<file path="src/rtl/tea_key_match_capture_pkg.sv">
// Shared constants and state encoding for the TEA key-search match/capture stage.
package tea_key_match_capture_pkg;

    typedef enum logic [1:0] {
        ST_IDLE   = 2'd0,
        ST_FILL   = 2'd1,
        ST_SEARCH = 2'd2,
        ST_DONE   = 2'd3
    } state_e;

    // Same constant sizes the TEA decrypt pipeline instance array.
    localparam int unsigned TEA_PIPE_DEPTH = 32;

    localparam logic [63:0] DEF_MAGIC      = 64'h2550_4446_2D31_2E34;
    localparam logic [63:0] DEF_MAGIC_MASK = 64'hFFFF_FFFF_0000_0000;
    localparam logic [31:0] DEF_MAX_CAND   = 32'h7FFF_FFFE;

endpackage

</file>
<file path="src/rtl/tea_key_match_capture_sig_compare.sv">
// Combinational masked 64-bit signature matcher; only bits set in MASK take part.
module tea_key_match_capture_sig_compare #(
    parameter logic [63:0] SIG  = 64'h0,
    parameter logic [63:0] MASK = 64'hFFFF_FFFF_FFFF_FFFF
) (
    input  logic [63:0] data_i,
    output logic        hit_o
);

    assign hit_o = ((data_i ^ SIG) & MASK) == 64'h0;

endmodule

</file>
<file path="src/rtl/tea_key_match_capture.sv">
// Flushes stale TEA pipeline contents after start, then scans decrypted blocks for the
// plaintext signature and captures the key/LFSR state of the first hit.
module tea_key_match_capture
    import tea_key_match_capture_pkg::*;
#(
    parameter int unsigned PIPE_DEPTH = TEA_PIPE_DEPTH,
    parameter logic [63:0] MAGIC      = DEF_MAGIC,
    parameter logic [63:0] MAGIC_MASK = DEF_MAGIC_MASK,
    parameter logic [31:0] MAX_CAND   = DEF_MAX_CAND
) (
    input  logic         clk,
    input  logic         rst,
    input  logic         ena,
    input  logic         start,
    input  logic [63:0]  data_in,
    input  logic [127:0] key_in,
    input  logic [30:0]  state_in,
    output logic         busy,
    output logic         rdy,
    output logic         found,
    output logic [127:0] found_key,
    output logic [31:0]  found_state,
    output logic [31:0]  cand_count
);

    localparam int FW = (PIPE_DEPTH > 1) ? $clog2(PIPE_DEPTH) : 1;
    localparam logic [FW-1:0] FILL_LAST = FW'(PIPE_DEPTH - 1);

    state_e         state_q;
    logic [FW-1:0]  fill_cnt_q;
    logic [31:0]    cand_q, cand_d;
    logic           busy_q, rdy_q, found_q;
    logic [127:0]   key_q;
    logic [31:0]    fstate_q;
    logic           hit;

    tea_key_match_capture_sig_compare #(
        .SIG  (MAGIC),
        .MASK (MAGIC_MASK)
    ) u_cmp (
        .data_i (data_in),
        .hit_o  (hit)
    );

    // Saturate so a misconfigured MAX_CAND can never wrap the count.
    assign cand_d = (cand_q == MAX_CAND) ? cand_q : cand_q + 32'd1;

    always_ff @(posedge clk or posedge rst) begin
        if (rst) begin
            state_q    <= ST_IDLE;
            fill_cnt_q <= '0;
            cand_q     <= '0;
            busy_q     <= 1'b0;
            rdy_q      <= 1'b0;
            found_q    <= 1'b0;
            key_q      <= '0;
            fstate_q   <= '0;
        end else if (ena) begin
            if (start) begin
                // Start outranks everything, including a hit in the same cycle.
                state_q    <= ST_FILL;
                fill_cnt_q <= '0;
                cand_q     <= '0;
                busy_q     <= 1'b1;
                rdy_q      <= 1'b0;
                found_q    <= 1'b0;
                key_q      <= '0;
                fstate_q   <= '0;
            end else begin
                case (state_q)
                    ST_FILL: begin
                        fill_cnt_q <= fill_cnt_q + 1'b1;
                        if (fill_cnt_q == FILL_LAST) state_q <= ST_SEARCH;
                    end
                    ST_SEARCH: begin
                        cand_q <= cand_d;
                        if (hit) begin
                            key_q    <= key_in;
                            fstate_q <= {1'b0, state_in};
                            found_q  <= 1'b1;
                            rdy_q    <= 1'b1;
                            busy_q   <= 1'b0;
                            state_q  <= ST_DONE;
                        end else if (cand_q == MAX_CAND - 32'd1) begin
                            found_q  <= 1'b0;
                            rdy_q    <= 1'b1;
                            busy_q   <= 1'b0;
                            state_q  <= ST_DONE;
                        end
                    end
                    default: ;
                endcase
            end
        end
    end

    assign busy        = busy_q;
    assign rdy         = rdy_q;
    assign found       = found_q;
    assign found_key   = key_q;
    assign found_state = fstate_q;
    assign cand_count  = cand_q;

endmodule
</file>
<file path="config.mk">
export PLATFORM = sky130hd
export DESIGN_NAME = tea_key_match_capture
export DESIGN_NICKNAME = d
export VERILOG_FILES = /design/src/rtl/tea_key_match_capture_pkg.sv /design/src/rtl/tea_key_match_capture_sig_compare.sv /design/src/rtl/tea_key_match_capture.sv
export SDC_FILE = /design/constraint.sdc
export NUM_CORES = 1
export LEC_CHECK = 0
export ABC_AREA = 1
export CAP_MARGIN = 20
export CORE_AREA = 2 2 166 168
export DETAILED_ROUTE_END_ITERATION = 10
export DIE_AREA = 0 0 168 170
export PLACE_DENSITY = 0.7
export SETUP_SLACK_MARGIN = 0.05
export SLEW_MARGIN = 20
export SYNTH_ARGS = -nofsm -noshare
export SYNTH_HDL_FRONTEND = slang
export SYNTH_HIERARCHICAL = 1
export SYNTH_SLANG_ARGS = --single-unit
</file>
<file path="constraint.sdc">
create_clock -name clk -period 13.9 [get_ports clk]
set_input_delay 2.78 -clock clk [delete_from_list [all_inputs] [get_ports clk]]
set_output_delay 2.78 -clock clk [all_outputs]
set_load 0.01 [all_outputs]
</file>
==> results.cfg <==
[status]
outcome = finished, final reports clean

[cts]
post_cts_resized = 0
ctsHoldBuffers = 0
cts_made_buffers = 23
h_tree_levels = 1
cts.repair_timing.setup_buffer_count = 0
cts.reportedPaths.clkPinSlew_ns = 0.06
cts_tree = built
clkSinkCount = 201
worst_skew_pair.late_latency_ns = 0.51
ctsRootBufferMaster = sky130_fd_sc_hd__clkbuf_16
cts_buffer_depth = 3

[cells_and_area]
commonest_non_fill_non_tap_cell_in_the_layout = sky130_fd_sc_hd__clkdlybuf4s50_1
fin_cells = 1837
drive_gt1_share_pct = 4.28
mostFrequentLayoutCells = sky130_fd_sc_hd__clkdlybuf4s50_1 (388), sky130_fd_sc_hd__nand2_1 (319), sky130_fd_sc_hd__dfrtp_1 (201)
multiInputGateArea_mm2 = 0.00375
syn2layout_area_growth_pct = 51.1
n_fill_cell = 2490
num-nets-final = 1711
final_core_utilization_pct = 53.0
layout.area.seq_mm2 = 0.00503

[placed_design]
routability_driven_placement_congestion_ratio = 0.864
buffer_ports.inserted = 388
post-place-cells = 1795
detailedPlacementHpwl_um = 20600

[global_route]
first_pass_grt_wire_length_um = 48800
global_route.overflow_total = 0
pin_count_of_the_biggest_net_entering_global_routing = 131
vias_in_the_first_global_route = 9001
met3_grt_util_pct = 7.49
grt_antenna_before_repair = 1
global_route.usage.total_pct = 21.1
met2_usage_pct = 34.7
grt_util_met1_pct = 26.5
grt_busiest_layer = met2

[routing]
drt_wl_total_um = 30900
routedWlPerCell_um = 16.8
drt_drc_violations_left = 0
drt_first_pass_iters = 5
dr_total_vias = 9150
vias_per_cell = 4.98
number_of_violations_reported_at_the_end_of_detailed_routing_iteration_0 = 620
antenna_left = 0

[floorplanning]
rows = 60
io-pin-count = 422
starting_density_of_the_core_pct = 35.1
die_height_um = 170
design.core.area_mm2 = 0.0267
die_area_mm2 = 0.0286
die_w_um = 168

[sta]
finClkSkew_ns = 0.0120
max_freq_ghz = 0.192
timing.slew.headroom_pct = 29.3
final_max_slew_viol_count = 0
rsz0062_at_grt = false
worst_pin_slew_ns = 1.06
finalSetupViolCount = 0
finalCriticalPeriod_ns = 5.20
timing.setup.tns_ns = 0
finalHoldViolations = 0
final_min_period_over_clock_period_pct = 37.4

[power_and_ir_drop]
power.leakage_nw = 6.33
power.density_mw_per_mm2 = 125
max-vdd-ir-drop_v = 0.0000812

[worst_setup_path]
crit_path_start_kind = primary input
cp_slowest_cell = sky130_fd_sc_hd__inv_4
endpoint_kind = flip-flop
timing.critical_path.slowest_cell_delay_ns = 0.71
arrival_ns = 5.59
timing_worst_setup_path_type = primary input to flip-flop
crit_fanout = 82
crit_chain = clkdlybuf4s50_1, inv_4, nand2_1, nor2_1, nand2_1, nor2_1, nand2_1, nand3_1, inv_2, o21ai_1, nand2_1
cp_data_required_time_ns = 14.29
cp_common_cell = sky130_fd_sc_hd__nand2_1

[logic_synthesis]
yosysSeqAreaShare_pct = 53.8
post_synthesis_net_count = 1367
synthesis.yosys.warnings = 6
syn_area_per_cell_um2 = 8.23
cell_area_synth_mm2 = 0.00934
synth.ff_latch_count = 201
netlist-cell-type-count = 29
netlist_instances = 1135

[flow_run]
max_cap_violations = 0

[min_path]
min_path_type = flip-flop to flip-flop
==> final timing paths <==
kind,start,endpoint,slack (ns),cells after the start
worst min-delay path,busy,busy,0.47,2
worst max register to register,state_q[1],found_key[53],11.45,7
worst min register to register,busy,busy,0.47,2
min in group asynchronous,rst,found_key[106],2.80,2
worst max-delay path,start,cand_count[20],8.70,11
max in group asynchronous,rst,found_key[107],9.44,3
==> where the power goes <==
part / internal [mW] / switching, mW
clock network: 0.387 / 0.245
registers: 0.667 / 0.0479
logic: 0.222 / 0.196
total: 1.28 / 0.489
==> flip-flops by register name (all words and copies together) (netlist names) <==
name	flops
cand_count	32
found_key	128
found	1
busy	1
fill_cnt_q	5
found_state	31
state_q	2
rdy	1
==> routing by layer <==
layer / vias up / share of wire, % / wire [µm]
met3: 49 / 8.9 / 2760
met1: 4377 / 41 / 12600
met2: 319 / 48 / 14900
met5: - / 0 / 0
li1: 4405 / - / -
met4: 0 / 2.4 / 750
==> through the flow <==
stage	instance area [µm²]	power, mW	hold slack, ns	worst slack, ns
after floorplan	9340	0.881	0.462	5.64
after global placement	13300	1.14	0.458	8.14
after detailed placement	13300	1.14	0.462	8.14
after CTS	14100	1.79	0.478	8.67
after global routing	14100	1.85	0.503	8.40
final	14100	1.77	0.473	8.70
==> area by class of cell <==
| class | count | area share (%) |
|---|---|---|
| clock buffer | 33 | 4.70 |
| clock inverter | 8 | 0.860 |
| multi-input combinational | 813 | 26.6 |
| tap | 341 | 3.02 |
| inverter | 44 | 1.24 |
| sequential | 201 | 35.6 |
| antenna | 1 | 0.0177 |
| timing repair buffer | 396 | 27.9 |
==> synthesized netlist by cell type, drive strengths merged <==
cell type	instances	share of area, %
nand2	321	13
o21ai	191	10
xor2	5	0.47
dfrtp	201	54
inv	44	1.8
conb	1	0.040
a21boi	1	0.080
nand3	187	10
nor3b	2	0.16
buf	39	2.5
a21oi	2	0.11
clkbuf	38	1.6
nor3	2	0.11
ha	5	0.67
nand3b	3	0.24
xnor2	13	1.2
nor2	80	3.7
==> worst max-delay path, delay by kind of cell <==
kind | cells | cell delay [ns]
simple gates | 7 | 1.17
compound gates | 1 | 0.12
buf+inv | 3 | 1.46
==> logic make-up after synthesis <==
group / share of synthesized area, %
buffers and inverters: 5.99
xor gates and xnor gates: 1.69
and+or+nand+nor: 27.1
AOI/OAI and AO/OA: 10.6
adders and majority gates: 0.670
DFF: 53.8
other: 0.0401
No activity file was read; power rests on OpenSTA's default activity.
